--- config.mk ---
export PLATFORM = sky130hd
export DESIGN_NAME = multicycle_control_unit
export DESIGN_NICKNAME = d
export VERILOG_FILES = /design/src/rtl/mips_ctrl_pkg.sv /design/src/rtl/multicycle_control_unit_mem_wait_timer.sv /design/src/rtl/multicycle_control_unit.sv
export SDC_FILE = /design/constraint.sdc
export NUM_CORES = 1
export LEC_CHECK = 0
export ABC_AREA = 1
export BUFFER_PORTS_ARGS = -buffer_cell sky130_fd_sc_hd__buf_2
export CAP_MARGIN = 20
export CORE_MARGIN = 2
export CORE_UTILIZATION = 45
export CTS_CLUSTER_SIZE = 30
export DETAILED_ROUTE_END_ITERATION = 10
export PLACE_DENSITY = 0.73
export SLEW_MARGIN = 25
export SYNTH_ARGS = -nofsm -noshare
export SYNTH_HDL_FRONTEND = slang
export SYNTH_SLANG_ARGS = --single-unit
--- constraint.sdc ---
create_clock -name clk -period 1.7 [get_ports clk]
set_input_delay 0.34 -clock clk [delete_from_list [all_inputs] [get_ports clk]]
set_output_delay 0.34 -clock clk [all_outputs]
set_load 0.05 [all_outputs]
--- src/rtl/mips_ctrl_pkg.sv ---
// Shared encodings for the multi-cycle MIPS control unit:
// opcodes, ALU codes, mux selects and FSM states.
package mips_ctrl_pkg;

    localparam logic [5:0] OP_RTYPE = 6'b000000;
    localparam logic [5:0] OP_J     = 6'b000010;
    localparam logic [5:0] OP_BEQ   = 6'b000100;
    localparam logic [5:0] OP_BNE   = 6'b000101;
    localparam logic [5:0] OP_ADDI  = 6'b001000;
    localparam logic [5:0] OP_LW    = 6'b100011;
    localparam logic [5:0] OP_SUBI  = 6'b100111;
    localparam logic [5:0] OP_SW    = 6'b101011;
    localparam logic [5:0] OP_ANDI  = 6'b101111;
    localparam logic [5:0] OP_ORI   = 6'b110010;

    localparam logic [3:0] ALU_ADD   = 4'b0000;
    localparam logic [3:0] ALU_SUB   = 4'b0001;
    localparam logic [3:0] ALU_ADDI  = 4'b0010;
    localparam logic [3:0] ALU_SUBI  = 4'b0011;
    localparam logic [3:0] ALU_ANDI  = 4'b0101;
    localparam logic [3:0] ALU_ORI   = 4'b0111;
    localparam logic [3:0] ALU_RTYPE = 4'b1111;

    localparam logic [1:0] SRC_B_REG    = 2'd0;
    localparam logic [1:0] SRC_B_FOUR   = 2'd1;
    localparam logic [1:0] SRC_B_IMM    = 2'd2;
    localparam logic [1:0] SRC_B_IMM_SH = 2'd3;

    localparam logic [1:0] PC_SRC_ALU    = 2'd0;
    localparam logic [1:0] PC_SRC_ALUOUT = 2'd1;
    localparam logic [1:0] PC_SRC_JUMP   = 2'd2;

    typedef enum logic [2:0] {
        FETCH, DECODE, EXECUTE, MEM,
        WRITEBACK, BRANCH, JUMP, FAULT
    } state_t;

    typedef enum logic [3:0] {
        C_LW, C_SW, C_ADDI, C_SUBI, C_ANDI, C_ORI,
        C_BEQ, C_BNE, C_J, C_RTYPE, C_ILLEGAL
    } op_class_t;

endpackage

--- src/rtl/multicycle_control_unit_mem_wait_timer.sv ---
// Counts consecutive not-ready memory cycles; flags the cycle on
// which the wait limit is reached while memory is still not ready.
module mem_wait_timer #(
    parameter int MEM_TIMEOUT = 15
) (
    input  logic clk,
    input  logic rst,
    input  logic waiting,
    input  logic ready,
    output logic expired
);

    localparam int CNT_W = $clog2(MEM_TIMEOUT + 1);

    logic [CNT_W-1:0] cnt;

    assign expired = waiting && !ready
                   && (cnt == CNT_W'(MEM_TIMEOUT));

    always_ff @(posedge clk or posedge rst) begin
        if (rst) begin
            cnt <= '0;
        end else if (waiting && !ready && !expired) begin
            cnt <= cnt + CNT_W'(1);
        end else begin
            cnt <= '0;
        end
    end

endmodule

--- src/rtl/multicycle_control_unit.sv ---
// Multi-cycle MIPS control FSM: sequences each instruction through
// fetch/decode/execute/mem/writeback and drives datapath strobes.
module multicycle_control_unit
    import mips_ctrl_pkg::*;
#(
    parameter int OPCODE_W    = 6,
    parameter int ALU_OP_W    = 4,
    parameter int MEM_TIMEOUT = 15
) (
    input  logic                clk,
    input  logic                rst,
    input  logic [OPCODE_W-1:0] opcode,
    input  logic                mem_ready,
    output logic                pc_write,
    output logic                pc_write_cond,
    output logic                pc_write_cond_ne,
    output logic [1:0]          pc_src,
    output logic                i_or_d,
    output logic                mem_read,
    output logic                mem_write,
    output logic                ir_write,
    output logic                mdr_write,
    output logic                reg_dst,
    output logic                mem_to_reg,
    output logic                reg_write,
    output logic                alu_src_a,
    output logic [1:0]          alu_src_b,
    output logic [ALU_OP_W-1:0] alu_op,
    output logic                instr_done,
    output logic                illegal_op,
    output logic                fault
);

    state_t              state;
    logic [OPCODE_W-1:0] op_q;
    op_class_t           cls_q;
    op_class_t           cls_in;
    logic                waiting;
    logic                expired;

    function automatic op_class_t classify(
        input logic [OPCODE_W-1:0] op
    );
        case (op)
            OPCODE_W'(OP_LW):    return C_LW;
            OPCODE_W'(OP_SW):    return C_SW;
            OPCODE_W'(OP_ADDI):  return C_ADDI;
            OPCODE_W'(OP_SUBI):  return C_SUBI;
            OPCODE_W'(OP_ANDI):  return C_ANDI;
            OPCODE_W'(OP_ORI):   return C_ORI;
            OPCODE_W'(OP_BEQ):   return C_BEQ;
            OPCODE_W'(OP_BNE):   return C_BNE;
            OPCODE_W'(OP_J):     return C_J;
            OPCODE_W'(OP_RTYPE): return C_RTYPE;
            default:             return C_ILLEGAL;
        endcase
    endfunction

    assign cls_in  = classify(opcode);
    assign cls_q   = classify(op_q);
    assign waiting = (state == FETCH) || (state == MEM);

    mem_wait_timer #(
        .MEM_TIMEOUT(MEM_TIMEOUT)
    ) u_timer (
        .clk    (clk),
        .rst    (rst),
        .waiting(waiting),
        .ready  (mem_ready),
        .expired(expired)
    );

    always_ff @(posedge clk or posedge rst) begin
        if (rst) begin
            state <= FETCH;
            op_q  <= '0;
        end else begin
            unique case (state)
                FETCH: begin
                    if (mem_ready)    state <= DECODE;
                    else if (expired) state <= FAULT;
                end
                DECODE: begin
                    op_q <= opcode;
                    unique case (cls_in)
                        C_J:          state <= JUMP;
                        C_BEQ, C_BNE: state <= BRANCH;
                        C_ILLEGAL:    state <= FETCH;
                        default:      state <= EXECUTE;
                    endcase
                end
                EXECUTE: begin
                    if (cls_q == C_LW || cls_q == C_SW)
                        state <= MEM;
                    else
                        state <= WRITEBACK;
                end
                MEM: begin
                    if (mem_ready)
                        state <= (cls_q == C_LW) ? WRITEBACK : FETCH;
                    else if (expired)
                        state <= FAULT;
                end
                WRITEBACK, BRANCH, JUMP: state <= FETCH;
                FAULT:                   state <= FAULT;
            endcase
        end
    end

    // Gated by rst so strobes drop the instant reset is asserted.
    always_comb begin
        pc_write         = 1'b0;
        pc_write_cond    = 1'b0;
        pc_write_cond_ne = 1'b0;
        pc_src           = PC_SRC_ALU;
        i_or_d           = 1'b0;
        mem_read         = 1'b0;
        mem_write        = 1'b0;
        ir_write         = 1'b0;
        mdr_write        = 1'b0;
        reg_dst          = 1'b0;
        mem_to_reg       = 1'b0;
        reg_write        = 1'b0;
        alu_src_a        = 1'b0;
        alu_src_b        = SRC_B_REG;
        alu_op           = ALU_OP_W'(ALU_ADD);
        instr_done       = 1'b0;
        illegal_op       = 1'b0;
        fault            = 1'b0;
        if (!rst) begin
            unique case (state)
                FETCH: begin
                    mem_read  = 1'b1;
                    alu_src_b = SRC_B_FOUR;
                    ir_write  = mem_ready;
                    pc_write  = mem_ready;
                end
                DECODE: begin
                    alu_src_b  = SRC_B_IMM_SH;
                    illegal_op = (cls_in == C_ILLEGAL);
                end
                EXECUTE: begin
                    alu_src_a = 1'b1;
                    alu_src_b = SRC_B_IMM;
                    case (cls_q)
                        C_ADDI:  alu_op = ALU_OP_W'(ALU_ADDI);
                        C_SUBI:  alu_op = ALU_OP_W'(ALU_SUBI);
                        C_ANDI:  alu_op = ALU_OP_W'(ALU_ANDI);
                        C_ORI:   alu_op = ALU_OP_W'(ALU_ORI);
                        C_RTYPE: begin
                            alu_src_b = SRC_B_REG;
                            alu_op    = ALU_OP_W'(ALU_RTYPE);
                        end
                        default: alu_op = ALU_OP_W'(ALU_ADD);
                    endcase
                end
                MEM: begin
                    i_or_d = 1'b1;
                    if (cls_q == C_LW) begin
                        mem_read  = 1'b1;
                        mdr_write = mem_ready;
                    end else begin
                        mem_write  = 1'b1;
                        instr_done = mem_ready;
                    end
                end
                WRITEBACK: begin
                    reg_write  = 1'b1;
                    instr_done = 1'b1;
                    mem_to_reg = (cls_q == C_LW);
                    reg_dst    = (cls_q == C_RTYPE);
                end
                BRANCH: begin
                    alu_src_a        = 1'b1;
                    alu_op           = ALU_OP_W'(ALU_SUB);
                    pc_src           = PC_SRC_ALUOUT;
                    instr_done       = 1'b1;
                    pc_write_cond    = (cls_q == C_BEQ);
                    pc_write_cond_ne = (cls_q == C_BNE);
                end
                JUMP: begin
                    pc_src     = PC_SRC_JUMP;
                    pc_write   = 1'b1;
                    instr_done = 1'b1;
                end
                FAULT: fault = 1'b1;
            endcase
        end
    end

endmodule

==> run_summary.xml <==
<?xml version="1.0" encoding="UTF-8"?>
<metrics>
  <group name="synthesis">
    <metric name="synth_seq_area_share" unit="%">28.9</metric>
    <metric name="synth_warnings" unit="">0</metric>
    <metric name="syn_area" unit="um^2">1130</metric>
    <metric name="yosys.area_share.adder" unit="%">1.11</metric>
    <metric name="synthDominantAreaCellType" unit="">dfrtp_1</metric>
    <metric name="synth_top_area_share" unit="%">28.9</metric>
    <metric name="synth_cell_types" unit="">29</metric>
    <metric name="synth_compound_area_share" unit="%">9.77</metric>
    <metric name="yosys.area_share.xor_xnor" unit="%">0.777</metric>
    <metric name="synth_seq_cells" unit="">13</metric>
    <metric name="synthesis.instances" unit="">179</metric>
    <metric name="combinational_family_with_the_most_area_after_synthesis" unit="">simple AND/OR/NAND/NOR gates</metric>
    <metric name="share_of_cell_area_taken_by_muxes_after_synthesis" unit="%">0</metric>
    <metric name="synth-simple-area-share" unit="%">48.7</metric>
    <metric name="synthTopCellsByArea" unit="">dfrtp_1 (29%), nor2_1 (12%), nand2_1 (11%), inv_1 (8.0%), nand3_1 (7.1%)</metric>
    <metric name="syn_avg_cell_area" unit="um^2">6.30</metric>
    <metric name="synth.net_count" unit="">189</metric>
  </group>
  <group name="critical_path">
    <metric name="worstReg2RegEnd" unit="">state[2]</metric>
    <metric name="r2r_setup_slack" unit="ns">-0.03</metric>
    <metric name="critical_path_start" unit="">op_q[4]</metric>
    <metric name="endpoint_of_the_most_critical_setup_path" unit="">pc_write_cond</metric>
    <metric name="reg_to_reg_startpoint" unit="">op_q[0]</metric>
    <metric name="critPathRequiredTime" unit="ns">1.36</metric>
    <metric name="path_max_fanout" unit="">5</metric>
    <metric name="rr_worst_depth" unit="">9</metric>
    <metric name="worst-endpoint-arrival" unit="ns">1.78</metric>
    <metric name="setup.worst_path.class" unit="">register to output pin</metric>
    <metric name="critical_path.endpoint_type" unit="">output pin</metric>
    <metric name="setup.worst_path.start_class" unit="">register</metric>
  </group>
  <group name="hold_path">
    <metric name="hold_path_class" unit="">input pin to async pin</metric>
  </group>
  <group name="floorplanning">
    <metric name="area_of_the_core" unit="um^2">2430</metric>
    <metric name="floorplan.rows" unit="">18</metric>
    <metric name="die_area" unit="um^2">2920</metric>
    <metric name="pin_count" unit="">32</metric>
    <metric name="die_y" unit="um">54.1</metric>
    <metric name="dieWidth" unit="um">54.1</metric>
    <metric name="initial_core_util" unit="%">46.3</metric>
  </group>
  <group name="outcome">
    <metric name="failed_checks" unit="">negative setup slack</metric>
    <metric name="run_status" unit="">complete, but fails checks</metric>
  </group>
  <group name="power">
    <metric name="worst_ir_drop_vdd" unit="mV">1.22</metric>
    <metric name="power_per_cell_area" unit="nW/um^2">1540</metric>
    <metric name="fin_total_pwr" unit="mW">3.38</metric>
    <metric name="power.static_leakage" unit="nW">1.04</metric>
  </group>
  <group name="route">
    <metric name="drt.antenna.violating_nets" unit="">0</metric>
    <metric name="total_number_of_vias" unit="">1708</metric>
    <metric name="detail_route.wl_per_cell" unit="um">20.5</metric>
    <metric name="drc" unit="">0</metric>
    <metric name="detail_route.wirelength" unit="um">5790</metric>
    <metric name="post_drt_via_cell_ratio" unit="">6.04</metric>
    <metric name="initialDrtViolationCount" unit="">71</metric>
    <metric name="firstDrtPassIters" unit="">5</metric>
  </group>
  <group name="sta">
    <metric name="clock_skew" unit="ns">0.00659</metric>
    <metric name="fmax" unit="MHz">472</metric>
    <metric name="finalCritPeriodShare" unit="%">125</metric>
    <metric name="final_max_slew_viol_count" unit="">0</metric>
    <metric name="timing.final.ws_setup" unit="ns">-0.418</metric>
    <metric name="final-hold-violation-count" unit="">0</metric>
    <metric name="report.final.setup_viol" unit="">19</metric>
    <metric name="setup_repair_after_global_routing_missed_its_margin" unit="">yes</metric>
    <metric name="worstMarginPinSlew" unit="ns">0.470</metric>
    <metric name="fin_crit" unit="ns">2.12</metric>
    <metric name="worst_slew_margin_rel" unit="%">68.6</metric>
  </group>
  <group name="place">
    <metric name="gp_congestion" unit="">0.890</metric>
    <metric name="place_ws" unit="ns">-0.189</metric>
    <metric name="placed_area" unit="um^2">1710</metric>
    <metric name="dpl.hpwl" unit="um">2540</metric>
    <metric name="place.detailed.instances" unit="">266</metric>
    <metric name="numPortBuffers" unit="">31</metric>
  </group>
  <group name="global_routing">
    <metric name="initial_antenna_violation_count" unit="">0</metric>
    <metric name="grt_pass1_wl" unit="um">6420</metric>
    <metric name="maximum_number_of_pins_on_one_net_before_global_route_repair" unit="">16</metric>
    <metric name="first_global_vias" unit="">1422</metric>
    <metric name="global_route.overflow_total" unit="">0</metric>
    <metric name="grt_usage" unit="%">30.2</metric>
  </group>
  <group name="cts">
    <metric name="root_buffer" unit="">clkbuf_4</metric>
    <metric name="clock-sinks" unit="">13</metric>
    <metric name="tritoncts_clock_tree" unit="">yes</metric>
    <metric name="clk_path_buf_depth" unit="">2</metric>
    <metric name="cts_hold_repair_buffers" unit="">0</metric>
    <metric name="cts_inserted_buffers" unit="">3</metric>
    <metric name="clk-insertion-delay-late" unit="ns">0.27</metric>
    <metric name="cts.htree.levels" unit="">1</metric>
    <metric name="worst_setup_hold_path_clk_slew" unit="ns">0.09</metric>
  </group>
  <group name="cells_and_area">
    <metric name="area_growth_syn_to_layout" unit="%">94.9</metric>
    <metric name="stdcell_count" unit="">283</metric>
    <metric name="finish.net_count" unit="">264</metric>
    <metric name="final_cell_area" unit="um^2">2200</metric>
    <metric name="share_of_post_route_cells_with_drive_strength_above_1" unit="%">60.5</metric>
    <metric name="diodes" unit="">0</metric>
  </group>
  <group name="flow_run">
    <metric name="drv_cap" unit="">0</metric>
  </group>
</metrics>
-- per-layer routing --
metal | GRT usage, % | wire, um | vias to the layer above
li1 | - | - | 726
met1 | 36.1 | 2100 | 807
met3 | 1.94 | 494 | 39
met2 | 58.3 | 2870 | 136
met5 | 0 | 0 | -
met4 | 6.25 | 329 | 0
-- critical path: stages, from the launching register on --
cell	delay [ns]
dfrtp_1	0.41
buf_6	0.13
nor2_4	0.18
nand4_1	0.13
nand2_1	0.12
inv_1	0.05
nand4_1	0.09
nand2_2	0.10
nand2_2	0.10
nor2_4	0.03
buf_6	0.15
-- cells by family after synthesis --
family | count (synthesis)
xor gates and xnor gates | 1
AOI/OAI and AO/OA | 19
buffers and inverters | 32
DFF | 13
adders and majority gates | 1
and+or+nand+nor | 113
-- repair_timing --
item	4_1_cts	5_1_grt
gates cloned	0	0
gates resized for setup	68	40
endpoints found under the hold margin	0	0
buffers inserted	5	8
setup endpoints to repair	22	24
pin swaps	18	19
-- stage by stage --
step                      setup TNS [ns]  hold WS, ns  utilization (%)
after floorplan                   -0.953        0.363                -
after global placement            -0.253        0.453             70.3
after detailed placement          -0.599        0.463             70.3
after CTS                          -2.79        0.263             81.8
after global routing               -6.31        0.306             90.3
final                              -5.08        0.309             90.3
-- power breakdown --
part           switching (mW)  internal (mW)  leakage (nW)
clock network           0.106         0.0907        0.0150
logic                    1.51           1.01         0.863
registers               0.220          0.440         0.159
total                    1.84           1.54          1.04
-- Yosys cell counts --
library cell and number:
nor3_1 4, o21ai_1 2, buf_2 1, o211a_1 1, ha_1 1, nand4_2 1
nand3_2 4, nand4_1 4, a41oi_1 1, nand3b_1 2, nand3_1 16, o21ai_0 7
o22ai_1 1, a21oi_1 5, dfrtp_1 13, nor2_4 1, nand2_4 1, nor2_2 5
nand2_1 34, a31oi_1 1, inv_2 6, nand2_2 2, nor2_1 36, clkbuf_1 1
nor3b_1 1, nor3_2 2, a21oi_2 1, xor2_1 1, inv_1 24
-- how the worst min path moves through the flow --
stage | from | end | slack, ns | cells past startpoint
after floorplan | rst | op_q[0] | 0.36 | 2
after global placement | u_timer.cnt[0] | u_timer.cnt[0] | 0.45 | 1
after detailed placement | u_timer.cnt[0] | u_timer.cnt[0] | 0.46 | 1
after CTS | rst | state[0] | 0.26 | 3
after global routing | rst | op_q[1] | 0.31 | 3
final | rst | u_timer.cnt[0] | 0.31 | 3
-- registers in the layout, indices dropped and copies added (netlist names) --
signal       count
u_timer.cnt      4
op_q             6
state            3
-- final cells by class --
type | instances | area, um^2
multi-input combinational | 134 | 996
timing repair buffer | 72 | 683
sequential | 13 | 332
fill | 89 | 235
inverter | 30 | 123
tap | 30 | 37.5
clock buffer | 4 | 26.3
-- cells in the final DEF (no fill, tap or decap), types with 4 or more instances in the layout --
master	instances
buf_6	28
nand4_1	4
nand2_4	5
nor2_4	19
nor3_4	4
buf_2	8
inv_4	4
o21ai_0	5
nor2_1	20
nand2_1	22
nand2_2	10
buf_8	6
buf_4	29
inv_2	12
a21oi_1	4
nand3_2	6
dfrtp_2	5
nand3_1	14
inv_1	14
dfrtp_1	8
No activity file was read; power rests on OpenSTA's default activity.
